### src/rtl/dmem_arb_pkg.sv
// Shared constants and helpers for the two-port dmem arbiter.
// Feature macro DMEM_ARB_RR_EN (round-robin) is consumed in dmem_arbiter.sv.
package dmem_arb_pkg;

    localparam logic [1:0] IDLE  = 2'd0;
    localparam logic [1:0] LOCK0 = 2'd1;
    localparam logic [1:0] LOCK1 = 2'd2;

    localparam int unsigned PORT0 = 0;
    localparam int unsigned PORT1 = 1;

    // Misaligned or beyond the end of dmem; address is zero-extended by the caller.
    function automatic logic addr_bad(input logic [63:0] addr, input int unsigned depth_words);
        return (addr[1:0] != 2'b00) || ((addr >> 2) >= 64'(depth_words));
    endfunction

endpackage

### src/rtl/dmem_arb_pick.sv
// Two-way request picker: one-hot grant, pref selects the winner on a tie.
module dmem_arb_pick (
    input  logic [1:0] req,
    input  logic       pref,
    output logic [1:0] gnt
);

    always_comb begin
        gnt = 2'b00;
        if (req == 2'b11) begin
            gnt = pref ? 2'b10 : 2'b01;
        end else begin
            gnt = req;
        end
    end

endmodule

### src/rtl/dmem_arbiter.sv
// Shares single-port dmem between the MEM stage (port 0) and the DMA/debug loader (port 1).
// Define DMEM_ARB_RR_EN for round-robin on ties; otherwise port 0 has fixed priority.
module dmem_arbiter
    import dmem_arb_pkg::*;
#(
    parameter int unsigned DW          = 32,
    parameter int unsigned AW          = 32,
    parameter int unsigned DEPTH_WORDS = 64,
    parameter int unsigned MAX_BURST   = 4
) (
    input  logic          clk,
    input  logic          reset_n,

    input  logic          m0_req,
    input  logic          m0_we,
    input  logic [AW-1:0] m0_addr,
    input  logic [DW-1:0] m0_wdata,
    input  logic          m0_lock,
    output logic          m0_gnt,
    output logic          m0_rvalid,
    output logic [DW-1:0] m0_rdata,
    output logic          m0_err,

    input  logic          m1_req,
    input  logic          m1_we,
    input  logic [AW-1:0] m1_addr,
    input  logic [DW-1:0] m1_wdata,
    input  logic          m1_lock,
    output logic          m1_gnt,
    output logic          m1_rvalid,
    output logic [DW-1:0] m1_rdata,
    output logic          m1_err,

    output logic          mem_we,
    output logic [AW-1:0] mem_a,
    output logic [DW-1:0] mem_wd,
    input  logic [DW-1:0] mem_rd
);

    localparam int unsigned CW = (MAX_BURST > 1) ? $clog2(MAX_BURST) : 1;

    logic [1:0]    state_q, state_d;
    logic [CW-1:0] beat_cnt_q, beat_cnt_d;
    logic [CW-1:0] base_cnt;
    logic [1:0]    req_eff;
    logic [1:0]    pick_gnt;
    logic [1:0]    gnt;
    logic          pref;
    logic          bad0, bad1;
    logic          sel_we, sel_bad, sel_lock;
    logic          win;

`ifdef DMEM_ARB_RR_EN
    logic rr_ptr_q;

    assign pref = rr_ptr_q;

    always_ff @(posedge clk or negedge reset_n) begin
        if (!reset_n) begin
            rr_ptr_q <= 1'b0;
        end else if (|gnt) begin
            rr_ptr_q <= ~win;
        end
    end
`else
    assign pref = 1'b0;
`endif

    assign bad0 = addr_bad(64'(m0_addr), DEPTH_WORDS);
    assign bad1 = addr_bad(64'(m1_addr), DEPTH_WORDS);

    // A locked owner excludes the other port only while it keeps requesting.
    always_comb begin
        req_eff = {m1_req, m0_req};
        if (state_q == LOCK0 && m0_req) begin
            req_eff = 2'b01;
        end else if (state_q == LOCK1 && m1_req) begin
            req_eff = 2'b10;
        end
    end

    dmem_arb_pick u_pick (
        .req  (req_eff),
        .pref (pref),
        .gnt  (pick_gnt)
    );

    assign gnt    = pick_gnt & {2{reset_n}};
    assign m0_gnt = gnt[PORT0];
    assign m1_gnt = gnt[PORT1];
    assign win    = gnt[PORT1];

    always_comb begin
        mem_a    = '0;
        mem_wd   = '0;
        sel_we   = 1'b0;
        sel_bad  = 1'b0;
        sel_lock = 1'b0;
        if (gnt[PORT0]) begin
            mem_a    = m0_addr;
            mem_wd   = m0_wdata;
            sel_we   = m0_we;
            sel_bad  = bad0;
            sel_lock = m0_lock;
        end else if (gnt[PORT1]) begin
            mem_a    = m1_addr;
            mem_wd   = m1_wdata;
            sel_we   = m1_we;
            sel_bad  = bad1;
            sel_lock = m1_lock;
        end
    end

    assign mem_we = sel_we & ~sel_bad;

    // The count only carries over when the winner is the current lock owner.
    always_comb begin
        base_cnt = '0;
        if ((state_q == LOCK0 && !win) || (state_q == LOCK1 && win)) begin
            base_cnt = beat_cnt_q;
        end
    end

    always_comb begin
        state_d    = IDLE;
        beat_cnt_d = '0;
        if ((|gnt) && sel_lock && (32'(base_cnt) + 32'd1 < MAX_BURST)) begin
            state_d    = win ? LOCK1 : LOCK0;
            beat_cnt_d = base_cnt + 1'b1;
        end
    end

    always_ff @(posedge clk or negedge reset_n) begin
        if (!reset_n) begin
            state_q    <= IDLE;
            beat_cnt_q <= '0;
        end else begin
            state_q    <= state_d;
            beat_cnt_q <= beat_cnt_d;
        end
    end

    always_ff @(posedge clk or negedge reset_n) begin
        if (!reset_n) begin
            m0_rvalid <= 1'b0;
            m0_rdata  <= '0;
            m0_err    <= 1'b0;
            m1_rvalid <= 1'b0;
            m1_rdata  <= '0;
            m1_err    <= 1'b0;
        end else begin
            m0_rvalid <= gnt[PORT0];
            m0_rdata  <= (gnt[PORT0] && !m0_we && !bad0) ? mem_rd : '0;
            m0_err    <= gnt[PORT0] & bad0;
            m1_rvalid <= gnt[PORT1];
            m1_rdata  <= (gnt[PORT1] && !m1_we && !bad1) ? mem_rd : '0;
            m1_err    <= gnt[PORT1] & bad1;
        end
    end

endmodule

### config.mk
export PLATFORM = sky130hd
export DESIGN_NAME = dmem_arbiter
export DESIGN_NICKNAME = d
export VERILOG_FILES = /design/src/rtl/dmem_arb_pkg.sv /design/src/rtl/dmem_arb_pick.sv /design/src/rtl/dmem_arbiter.sv
export SDC_FILE = /design/constraint.sdc
export NUM_CORES = 1
export LEC_CHECK = 0
export CAP_MARGIN = 20
export CORE_AREA = 3 3 116 118
export CTS_BUF_LIST = sky130_fd_sc_hd__clkbuf_16
export DETAILED_ROUTE_END_ITERATION = 10
export DIE_AREA = 0 0 119 121
export PLACE_DENSITY = 0.76
export SYNTH_ARGS = -nofsm -noshare
export SYNTH_HDL_FRONTEND = slang
export SYNTH_SLANG_ARGS = --single-unit
### constraint.sdc
create_clock -name clk -period 2.4 [get_ports clk]
set_input_delay 0.24 -clock clk [delete_from_list [all_inputs] [get_ports clk]]
set_output_delay 0.24 -clock clk [all_outputs]
set_load 0.005 [all_outputs]
==> impl_results.md, run 1 <==
- Initial DRC count: 306
- Avg WL per Cell: 20.7 µm
- RD Place Congestion: 0.883
- Sink Count: between 70 and 80
- Number of I/O port buffers: 302
- Clock power share: 39.2%
- Synthesis-stage register bit count: between 70 and 80
- Pre-antenna DRT Iters: 4
- Tmin final: 2.35 ns
- Core area: 0.0126 mm²
- CTS max path bufs: 2
- Slew Limit Headroom: 47.8%
- CP max stage delay: 0.53 ns
- Yosys top cell area share: 49.7%
- Critical path data arrival time: around 2.1 ns
- Status: complete, no violations
- Vias in the first global route: 3835
- Starting density of the core: 28.8%
- Die area: 0.0144 mm²
- Cell Area, Placed: 0.00689 mm²
- Slew Viols, Final: 0
- GRT overflow: 0
- Syn_area_per_cell: 12.8 µm²
- Placement Rows: 41
- Routed vias/inst: 5.01
- CTS clk-pin slew, worst paths: 0.06 ns
- PD cells: 438 mW/mm²
- LEAKAGE: between 3 and 4 nW
- Fmax: 426 MHz
- WL final: approximately 16 mm
- Antenna violation net count after detailed routing: 0
- Slowest-stage cell, CP: clkdlybuf4s50_1
- CTS tree: yes
- CTS Buf Count: 9
- Clock insertion delay at the later pin of the skew report: roughly 0.33 ns
- H-tree Lvls: 3
- HPWL after detailed placement: 12.2 mm
- Nature of the critical path endpoint: output pin
- Synth area leader: dfrtp_1
- Max cap viols: 0
- Synth area leaders: dfrtp_1, a22o_1, nor4b_2
- Share of layout cells above drive strength 1: 13.5%
- Synth Area in Compound Gates: 17.1%
- # diodes: 0
- Register area share after synthesis: 49.7%
- Maximum number of pins on one net before global-route repair: 65
- Critical Path RT: 2.16 ns
- Net Switching: 0.000741 W
- Die Ht: 121 µm
- Final hold slack: 0.147 ns
- VDD IR max: 0.395 mV
- Slew of the pin with the lowest slew margin: 0.783 ns
- Die width: 119 µm
- Ys Warns: 0
- Overall routing resource usage: 20.5%
- Crit path kind: reg2out
- Distinct cells, synth: 31
- CP Buf/Inv Count: 3
- Critical-path cell list: nand2b_4 -> a21oi_4 -> buf_4 -> clkbuf_16 -> a22o_1 -> clkdlybuf4s50_1
- Fin nets: 758
- Clk_skew: 0.00481 ns
- Hold Vio Cnt, Final: 0
- Crit Path Max Fanout: 5
- Final setup fails: 0
- Comb pwr share: 22.8%
- Min-Delay Path Class: in2async
- First-pass GRT wire length: 22.8 mm
- Main combinational cell family by area after synthesis: simple AND/OR/NAND/NOR gates
- Final worst setup slack: 0.0537 ns
- Sequential Power Share: 38.0%
- Post-Synth XOR/XNOR Area: 0%
- Initial antenna violation count: 0
- Via count: 3837
- Area delta synth->final: 103%
- Placement Setup Slack: -0.0935 ns
- Drt drc: 0
- Total Power: ~0.0032 W
- Post-synthesis mux area share: 0%
- Net Count, Synth: 453
- Final period util: 97.8%
- Post-Syn Area: between 0.003 and 0.004 mm²
- Internal power: 0.00248 W
- Crit start category: register
- Post-synthesis simple-gate area fraction: between 20 and 30%
- Sw Share: 23.0%
- Unrepaired setup endpoints after global routing: true
- Fin area: 0.00735 mm²
- Adder-Cell Fraction of Synth Area: less than 1%
- IO Count: 303
- CTS root buffer: clkbuf_16
- Critical path's top delay family: buffers and inverters
- Synth Instances: between 200 and 300
## sequential cells by signal, summed over array words and instances, names as in the netlist
name / flops
beat_cnt_q: 2
m0_err: 1
m0_rdata: 32
m0_rvalid: 1
m1_err: 1
m1_rdata: 32
m1_rvalid: 1
state_q: 2
## final timing paths
kind | depth (start not counted) | slack [ns] | to | start
max in group asynchronous | 2 | 1.72 | beat_cnt_q[0] | reset_n
hold reg to reg | 2 | 0.54 | beat_cnt_q[0] | beat_cnt_q[0]
setup / recovery | 6 | 0.05 | mem_wd[10] | state_q[0]
min in group clk | 4 | 0.49 | m1_rvalid | reset_n
hold / removal | 2 | 0.15 | m0_rdata[2] | reset_n
setup reg to reg | 5 | 0.79 | state_q[1] | state_q[0]
## layout by cell type, fill, tap and decap left out, types with 4 or more instances in the layout
cell type and count:
buf_4 18, inv_1 5, and4b_1 32, nor4_1 9
nor4_2 5, buf_12 4, dfrtp_1 72, nor4b_2 29
clkbuf_16 12, dlymetal6s2s_1 10, a22o_1 64, clkdlybuf4s50_1 289
## layer usage
metal / up-vias / wire, µm / track usage (%)
li1: 1750 / - / -
met1: 1846 / 5930 / 24.0
met2: 220 / 8330 / 35.6
met3: 21 / 1310 / 6.48
met4: 0 / 294 / 6.66
met5: - / 0 / 0
## cells in the mapped netlist, drive strengths merged
cell    count
and3b       1
nor2        4
a22oi       1
ha          1
a32o        1
nand3       2
a21oi       4
nand2b      2
nor2b       2
and4b      32
inv         2
nand4       2
nor3        1
buf        19
a22o       64
and3        2
and2        2
nand2       3
a21o        1
nor4       14
dfrtp      72
nor3b       2
nor4b      32
clkbuf     16
o22ai       1
a211o       1
## logic make-up after synthesis
logic type,after synthesis
buffers and inverters,37
adder cells (fa/ha/maj),1
AO/OA/AOI/OAI,73
AND/OR/NAND/NOR,101
flip-flops,72
## power by group through the flow
stage / sequential [W] / combinational, W / clock, W
2_1_floorplan: 0.00124 / 0.000175 / 0
3_3_place_gp: 0.00124 / 0.000706 / 0
3_5_place_dp: 0.00124 / 0.000713 / 0
4_1_cts: 0.00122 / 0.000719 / 0.00128
5_1_grt: 0.00122 / 0.000775 / 0.00133
6_report: 0.00122 / 0.000733 / 0.00126
## through the flow
step	util (%)	cells	TNS, ns
finish	58.5	766	0
global placement	54.8	741	-0.105
floorplan	-	284	0
detailed placement	54.8	741	-0.0935
global route	58.5	766	-0.122
CTS	57.2	758	0
## worst register-to-register path, cell delays in order (launching register included)
cell and delay [ns]:
dfrtp_1 0.39, nand2b_4 0.16, a21oi_4 0.25, buf_4 0.16
buf_4 0.29, nor3b_1 0.27
## cell type report
type	instances	area, µm²
timing repair buffer	329	3350
clock inverter	7	57.6
multi-input combinational	175	1690
tap	172	215
fill	1065	5220
inverter	2	12.5
clock buffer	9	225
sequential	72	1800
## timing repair
action / 4_1_cts / 5_1_grt
endpoints found under the hold margin: 8 / 0
buffers inserted: 0 / 5
resized for setup: 3 / 15
cloned: 0 / 3
endpoints found under the setup margin: 7 / 53
hold buffers: 1 / 0
pin swaps: 1 / 1
No activity file was read; power rests on OpenSTA's default activity.
==> run 2: changes to the inputs <==
RECOVER_POWER = 100   (was default)
==> run 2 against run 1 <==
  * Cell area about the same
  * The flow now finishes with violations (capacitance limit, slew limit)
  * Die area is the same
  * Setup slack hardly changed
  * Utilization hardly changed
  * Combinational power is essentially flat
  * Flip-flop and latch count stayed put
  * Largest power group unchanged
  * Maximum frequency about the same
  * First-iteration DRC count is the same
  * Critical path type unchanged
  * Total power barely moved
  * Clock skew hardly changed
  * Count of clock-buffer cells in the layout unchanged
==> impl_results.md, run 2 (same netlist as run 1, synthesis figures left out) <==
- CP startpoint: state_q[0] (unchanged)
- Fin cells: 766 (unchanged)
- Commonest non-fill, non-tap cells in the layout: clkdlybuf4s50_1, dfrtp_1, a22o_1 (unchanged)
- HPWL after detailed placement: 12.2 mm (unchanged)
- CTS root buffer: clkbuf_16 (unchanged)
- Antenna violation net count after detailed routing: 0 (unchanged)
- Vias in the first global route: 3835 (unchanged)
- Placed cell count: 741 (unchanged)
- GRT overflow: 0 (unchanged)
- Fin nets: 758 (unchanged)
- Busiest grt layer: met2 (unchanged)
- Overall routing resource usage: 20.5% (unchanged)
- Slew Limit Headroom: -2.34% (was 47.8%)
- Nature of the critical path endpoint: output pin (unchanged)
- Core area: 0.0126 mm² (unchanged)
- Final worst setup slack: 0.0537 ns (about the same)
- Fmax: 426 MHz (about the same)
- CTS clk-pin slew, worst paths: 0.05 ns (was 0.06 ns)
- Tmin final: 2.35 ns (about the same)
- Die Ht: 121 µm (unchanged)
- Most common cell after layout, fill and taps aside: clkdlybuf4s50_1 (unchanged)
- Placement Rows: 41 (unchanged)
- Critical path data arrival time: 2.11 ns (about the same)
- Hold path startpoint: m0_lock
- Initial antenna violation count: 0 (unchanged)
- Met1 global-route usage: 24.0% (unchanged)
- Fillers: 1064 (was 1065)
- Status: finished with violations (was complete, no violations)
- Clk_skew: 0.00481 ns (about the same)
- Slew of the pin with the lowest slew margin: 1.54 ns (was 0.783 ns)
- CTS tree: yes (unchanged)
- Reg area: 0.00180 mm² (unchanged)
- GRT met2 Usage: 35.6% (unchanged)
- Sink Count: 72 (unchanged)
- CTS Buf Count: 9 (unchanged)
- Initial DRC count: 306 (unchanged)
- WL final: 15.9 mm (about the same)
- Biggest regs: m0_rdata x32, m1_rdata x32 (unchanged)
- Drt drc: 0 (unchanged)
- RD Place Congestion: 0.883 (unchanged)
- PD cells: 438 mW/mm² (about the same)
- LEAKAGE: 3.18 nW (about the same)
- Multi-input gate area: 0.00169 mm² (unchanged)
- Via count: 3834 (was 3837)
- First-pass GRT wire length: 22.8 mm (unchanged)
- VDD IR max: 0.395 mV (about the same)
- Final setup fails: 0 (unchanged)
- Avg WL per Cell: 20.7 µm (about the same)
- Final period util: 97.8% (about the same)
- Failing checks: capacitance limit, slew limit
- Crit start category: register (unchanged)
- Total negative slack: 0 ns (unchanged)
- H-tree Lvls: 3 (unchanged)
- Starting density of the core: 28.8% (unchanged)
- Slew Viols, Final: 65 (was 0)
- Max cap viols: 1 (was 0)
- Pre-antenna DRT Iters: 4 (unchanged)
- Area delta synth->final: 103% (about the same)
- Clock insertion delay at the later pin of the skew report: 0.33 ns (about the same)
- Worst reg2reg startpoint: state_q[0] (unchanged)
- Die area: 0.0144 mm² (unchanged)
- Met3 usage: 6.48% (unchanged)
- Hold Vio Cnt, Final: 0 (unchanged)
- Die width: 119 µm (unchanged)
- Min-Delay Path Class: in2reg (was in2async)
- Maximum number of pins on one net before global-route repair: 65 (unchanged)
- Number of I/O port buffers: 302 (unchanged)
- Placement Setup Slack: -0.0935 ns (unchanged)
- IO Count: 303 (unchanged)
- Crit path kind: reg2out (unchanged)
- Critical Path RT: 2.16 ns (about the same)
- CTS max path bufs: 2 (unchanged)
- Share of layout cells above drive strength 1: 13.3% (was 13.5%)
- # diodes: 0 (unchanged)
- Crit Path Max Fanout: 5 (unchanged)
- Unrepaired setup endpoints after global routing: true (unchanged)
- Routed vias/inst: 5.01 (about the same)
## run 2: cell count changes in the layout (fill, tap and decap cells not counted), sizes merged
cell    change
buf         -2
clkbuf      +2
## run 2: cell type report
cell class | instances | share of cell area [%]
timing repair buffer | 329 | 45.6
sequential | 72 | 24.5
multi-input combinational | 175 | 22.9
clock buffer | 9 | 3.07
tap | 172 | 2.93
clock inverter | 7 | 0.784
inverter | 2 | 0.170
## run 2: through the flow
step	hold WS (ns)	instance area, µm²	util [%]	power (W)
2_1_floorplan	-0.0556	3620	-	0.00142
3_3_place_gp	0.0888	6890	54.8	0.00195
3_5_place_dp	0.0905	6890	54.8	0.00196
4_1_cts	0.183	7190	57.2	0.00322
5_1_grt	0.524	7350	58.4	0.00333
6_report	0.502	7350	58.4	0.00322
## run 2: critical path: stages, from the launching register on
cell	delay, ns
dfrtp_1	0.39
nand2b_4	0.16
a21oi_4	0.25
buf_4	0.18
clkbuf_16	0.14
a22o_1	0.14
clkdlybuf4s50_1	0.53
## run 2: power breakdown
group	switching (W)	total, W	leakage, nW	internal [W]
Clock	0.000475	0.00126	0.150	0.000787
Sequential	0.00000233	0.00122	1.00	0.00122
Combinational	0.000264	0.000732	2.03	0.000468
## run 2: path summary, 6_finish.rpt
path / cells after the start / slack (ns) / endpoint
worst max-delay path: 6 / 0.05 / mem_wd[10]
worst min-delay path: 3 / 0.50 / state_q[0]
worst max register to register: 5 / 0.79 / state_q[1]
worst min register to register: 2 / 0.54 / beat_cnt_q[0]
max in group asynchronous: 2 / 0.91 / m1_rdata[28]
min in group asynchronous: 2 / 0.54 / m1_rvalid
## run 2: repair_timing
action,in CTS,in global routing
setup buffers,0,5
hold buffers,1,0
setup endpoints to repair,7,53
pin swaps,1,1
cloned,0,3
gates resized for setup,3,15
endpoints found under the hold margin,8,0
## run 2: routing by layer
| metal | vias to the layer above | wire length [µm] |
|---|---|---|
| met3 | 21 | 1310 |
| met1 | 1842 | 5920 |
| met5 | - | 0 |
| met2 | 220 | 8330 |
| met4 | 0 | 294 |
| li1 | 1751 | - |
==> patch 1, RTL diff (flow settings as in run 1) <==
Change the parameter `DW` from 32 to 28.
--- a/src/rtl/dmem_arbiter.sv
+++ b/src/rtl/dmem_arbiter.sv
@@ -3,7 +3,7 @@
 module dmem_arbiter
     import dmem_arb_pkg::*;
 #(
-    parameter int unsigned DW          = 32,
+    parameter int unsigned DW          = 28,
     parameter int unsigned AW          = 32,
     parameter int unsigned DEPTH_WORDS = 64,
     parameter int unsigned MAX_BURST   = 4
Interface: changed (6 resized); port bits go from 303 to 279. The function was not compared with the original's and may differ.
==> patch 1 against run 1 <==
  * Final area decreased by 8.8%
  * Wire length decreased by 13%
  * Synthesized area decreased by 8.8%
  * Highest routed layer unchanged
  * Setup slack improved by 0.039 ns
  * Sequential cell count decreased by 8
  * Power decreased by 11%
  * Critical endpoint is now mem_a[5]
  * Critical path depth decreased by 1
==> patch 1: results (changes against run 1) <==
[run_status]
status = completed  ; unchanged

[final_layout]
diodes = 2  ; was 0
multi_input_cells = 164  ; was 175
multi_input_area_mm2 = 0.00157  ; was 0.00169 mm2
drive_gt1_share_pct = 13.5  ; about the same
top_regs = m0_rdata: 28 flops, m1_rdata: 28 flops  ; was m0_rdata: 32 flops, m1_rdata: 32 flops
buffer_area_share_pct = 45.5  ; was 45.6%
postLayoutCoreUtil_pct = 53.3  ; was 58.5%
clk_share_pct = 3.79  ; was 3.85%
regArea_mm2 = 0.00160  ; was 0.00180 mm2
n_all_buffers = 303  ; was 329
nNetsFinal = 701  ; was 758

[routing]
drt_iter0_markers = 246  ; was 306
first_pass_iters = 5  ; was 4
wirelength_um = 13900  ; was 15900 um
via_per_inst = 4.98  ; was 5.01

[power_and_ir_drop]
leakage_nw = 2.73  ; was 3.18 nW
vdd_drop_max_mv = 0.353  ; was 0.395 mV
p_sw_w = 0.000673  ; was 0.000741 W

[clocking]
cts_resized = 4  ; was 3
post-cts-setup-buffer-count = 0  ; unchanged

[synthesis]
yosys-top-cells-area = dfrtp_1, a22o_1, nor4b_2  ; unchanged
yosysSeqAreaShare_pct = 48.5  ; was 49.7%
synthTopCellsByCount = dfrtp_1, a22o_1, and4b_1  ; unchanged
synth-seq-cells = 64  ; was 72

[place]
io_buffers = 278  ; was 302
dp_hpwl_um = 10600  ; was 12200 um
place_congestion = 0.843  ; was 0.883

[setup_path]
rr_worst_depth = 6  ; was 5
max_stage_delay_ns = 0.51  ; was 0.53 ns
arrival_ns = 2.07  ; was 2.11 ns
crit_fanout = 33  ; was 5
reg2reg_slack_ns = 0.66  ; was 0.79 ns

[global_route]
grt_pass1_wl_um = 20400  ; was 22800 um
antenna_found_initial = 2  ; was 0
grtUsageTotal_pct = 17.8  ; was 20.5%
grt_pass1_vias = 3691  ; was 3835

[timing]
tightestPinTransition_ns = 0.748  ; was 0.783 ns

-- patch 1: cell types whose count changed after synthesis, sizes merged, moves of 2 or more --
cell	before	now
dfrtp	72	64
clkbuf	16	10
a22o	64	60
and2	2	4
and4b	32	28
buf	19	22
and3	2	0
nor4b	32	29
a21oi	4	2
-- patch 1: worst paths after layout --
path / end
worst max-delay path: mem_a[5]
worst min-delay path: m0_rdata[6]
worst max register to register: beat_cnt_q[1]
worst min register to register: beat_cnt_q[0]
max in group asynchronous: m1_rvalid
min in group clk: m1_rvalid
-- patch 1: cells by family (layout without fill, tap and decap cells) --
logic type	count (synthesis)	in the layout	share of synthesized area, %
fa+ha+maj	1	1	0.379
buf+inv	34	320	5.19
flops	64	64	48.5
simple gates	95	95	28.2
compound gates	68	68	17.8
other cells	0	2	0
-- patch 1: per-stage QoR --
step	hold WS (ns)	cells	setup WS (ns)	area, um2	TNS, ns
after detailed placement	0.0709	702	-0.141	6360	-0.141
after global routing	0.204	722	0.0192	6700	0
final	0.124	722	0.0924	6700	0
after CTS	0.160	718	0.0533	6650	0
after global placement	0.0673	702	-0.119	6360	-0.119
after floorplan	-0.0556	262	0.807	3300	0
-- patch 1: power groups by stage --
stage / registers [W] / logic, W / clock network [W]
detailed placement: 0.00111 / 0.000664 / 0
global placement: 0.00111 / 0.000658 / 0
global route: 0.00109 / 0.000722 / 0.00118
finish: 0.00109 / 0.000680 / 0.00111
floorplan: 0.00111 / 0.000165 / 0
CTS: 0.00109 / 0.000672 / 0.00113
-- patch 1: layer usage --
layer | share of wire, % | up-vias | GRT usage [%]
li1 | - | 1624 | -
met3 | 8.3 | 25 | 5.13
met5 | 0 | - | 0
met2 | 52 | 203 | 31.1
met1 | 37 | 1744 | 21.0
met4 | 2.0 | 0 | 5.72
==> patch 2, RTL diff (settings of run 1) <==
Without the edit above. `m0_rdata` and `m1_rdata` no longer have a reset.
--- a/src/rtl/dmem_arbiter.sv
+++ b/src/rtl/dmem_arbiter.sv
@@ -143,20 +143,21 @@
     always_ff @(posedge clk or negedge reset_n) begin
         if (!reset_n) begin
             m0_rvalid <= 1'b0;
-            m0_rdata  <= '0;
             m0_err    <= 1'b0;
             m1_rvalid <= 1'b0;
-            m1_rdata  <= '0;
             m1_err    <= 1'b0;
         end else begin
             m0_rvalid <= gnt[PORT0];
-            m0_rdata  <= (gnt[PORT0] && !m0_we && !bad0) ? mem_rd : '0;
             m0_err    <= gnt[PORT0] & bad0;
             m1_rvalid <= gnt[PORT1];
-            m1_rdata  <= (gnt[PORT1] && !m1_we && !bad1) ? mem_rd : '0;
             m1_err    <= gnt[PORT1] & bad1;
         end
     end
 
+    always_ff @(posedge clk) begin
+        m0_rdata <= (gnt[PORT0] && !m0_we && !bad0) ? mem_rd : '0;
+        m1_rdata <= (gnt[PORT1] && !m1_we && !bad1) ? mem_rd : '0;
+    end
+
 endmodule
 
Function: differs if reset_n is asserted again (counterexample within 4 cycles, from zero or initial values and one cycle with reset_n low); with reset_n held inactive, the same outputs for 10 cycles.
==> patch 2 against run 1 <==
  * Non-clock buffer count rose by 2
  * Wire length fell by 0.67%
  * Synthesized cell count increased by 12%
  * Synthesized area decreased by 13%
  * Worst hold slack better by 0.20 ns
  * Global-route usage fell by 0.15 points
  * Critical path type unchanged
  * Power shrank 1.4%
  * Final area down 5.9%
  * Highest routed layer unchanged
  * Sequential cell count did not move
  * Setup slack got worse by 0.0051 ns
==> patch 2: results (changes against run 1) <==
[timing]
fin_skew_ns = 0.00527  ; was 0.00481 ns
relSlewSlack_pct = 55.6  ; was 47.8%

[synthesis]
synth_fp_nets = 488  ; was 453
synthTopCellsByCount = a22o_1, dfxtp_1, nor3_1  ; was dfrtp_1, a22o_1, and4b_1
synth_compound_gate_area_share_pct = 20.5  ; was 17.1%
synthCells = 319  ; was 284
yosysSeqAreaShare_pct = 46.7  ; was 49.7%
ys_types = 34  ; was 31
yosys-top-cells-area = dfxtp_1, a22o_1, dfrtp_1  ; was dfrtp_1, a22o_1, nor4b_2
synthAdderAreaFrac_pct = 0.395  ; was 0.345%
synthFlopType = dfxtp_1  ; was dfrtp_1
synthArstFlopShare_pct = 11.1  ; was 100%

[power_and_ir_drop]
clockPowerShare_pct = 40.0  ; was 39.2%
p_sw_w = 0.000712  ; was 0.000741 W
vdd_drop_max_mv = 0.253  ; was 0.395 mV
powerComb_w = 0.000698  ; was 0.000733 W
p_int_w = 0.00246  ; was 0.00248 W

[run_status]
status = completed  ; unchanged

[clocking]
cts_resized = 4  ; was 3

[final_layout]
regArea_mm2 = 0.00148  ; was 0.00180 mm2
drive_gt1_share_pct = 8.65  ; was 13.5%
nonClockInverterCount = 1  ; was 2
stdcell_count = 808  ; was 766
multi_input_cells = 216  ; was 175
buffer_area_share_pct = 48.4  ; was 45.6%
multi_input_area_mm2 = 0.00158  ; was 0.00169 mm2
postLayoutCoreUtil_pct = 55.0  ; was 58.5%
area_growth_pct = 118  ; was 103%
multi_input_area_share_pct = 22.8  ; was 22.9%
n_all_buffers = 331  ; was 329

[global_route]
grt_max_degree = 36  ; was 65
antenna_found_initial = 0  ; unchanged
grtUsageMet2_pct = 35.8  ; was 35.6%
grt_pass1_wl_um = 22600  ; was 22800 um
grt_pass1_vias = 4011  ; was 3835
grtUsageTotal_pct = 20.3  ; was 20.5%
grtUsageMet3_pct = 5.36  ; was 6.48%
met1_usage_pct = 23.2  ; was 24.0%

[place]
place_congestion = 0.829  ; was 0.883
dp.cells = 789  ; was 741
dp_hpwl_um = 12600  ; was 12200 um
dp_slack_ns = -0.282  ; was -0.0935 ns
place_area_mm2 = 0.00652  ; was 0.00689 mm2

[routing]
met3WireLength_um = 1120  ; was 1310 um
wirelength_um = 15800  ; was 15900 um
drt_iter0_markers = 242  ; was 306
via_per_inst = 4.83  ; was 5.01
dr_wl_met2_um = 8150  ; was 8330 um
wl_met1_um = 6110  ; was 5930 um

[setup_path]
max_stage_delay_ns = 0.52
rr_worst_depth = 7  ; was 5
crit_fanout = 17  ; was 5

[patch 2: changes by cell type in the layout (fill, tap and decap cells not counted), moves of 4 or more]
cell / run 1 / this run
and2_1: 2 / 31
and4b_1: 32 / 0
buf_4: 18 / 22
dfrtp_1: 72 / 8
dfxtp_1: 0 / 64
nand3_1: 2 / 20
nand3b_1: 0 / 18
nor3_1: 1 / 36
nor4b_2: 29 / 1
[patch 2: worst paths after layout]
path	start	to	slack, ns
setup / recovery	state_q[0]	mem_a[15]	0.05
hold / removal	reset_n	m0_rvalid	0.35
setup reg to reg	state_q[0]	beat_cnt_q[1]	0.53
hold reg to reg	beat_cnt_q[0]	beat_cnt_q[0]	0.56
max in group asynchronous	reset_n	beat_cnt_q[0]	1.92
min in group clk	mem_rd[10]	m0_rdata[10]	0.49
[patch 2: cell families after synthesis]
logic type                 after synthesis
AOI/OAI and AO/OA                       74
adders and majority gates                1
buffers and inverters                   31
DFF                                     72
and+or+nand+nor                        141
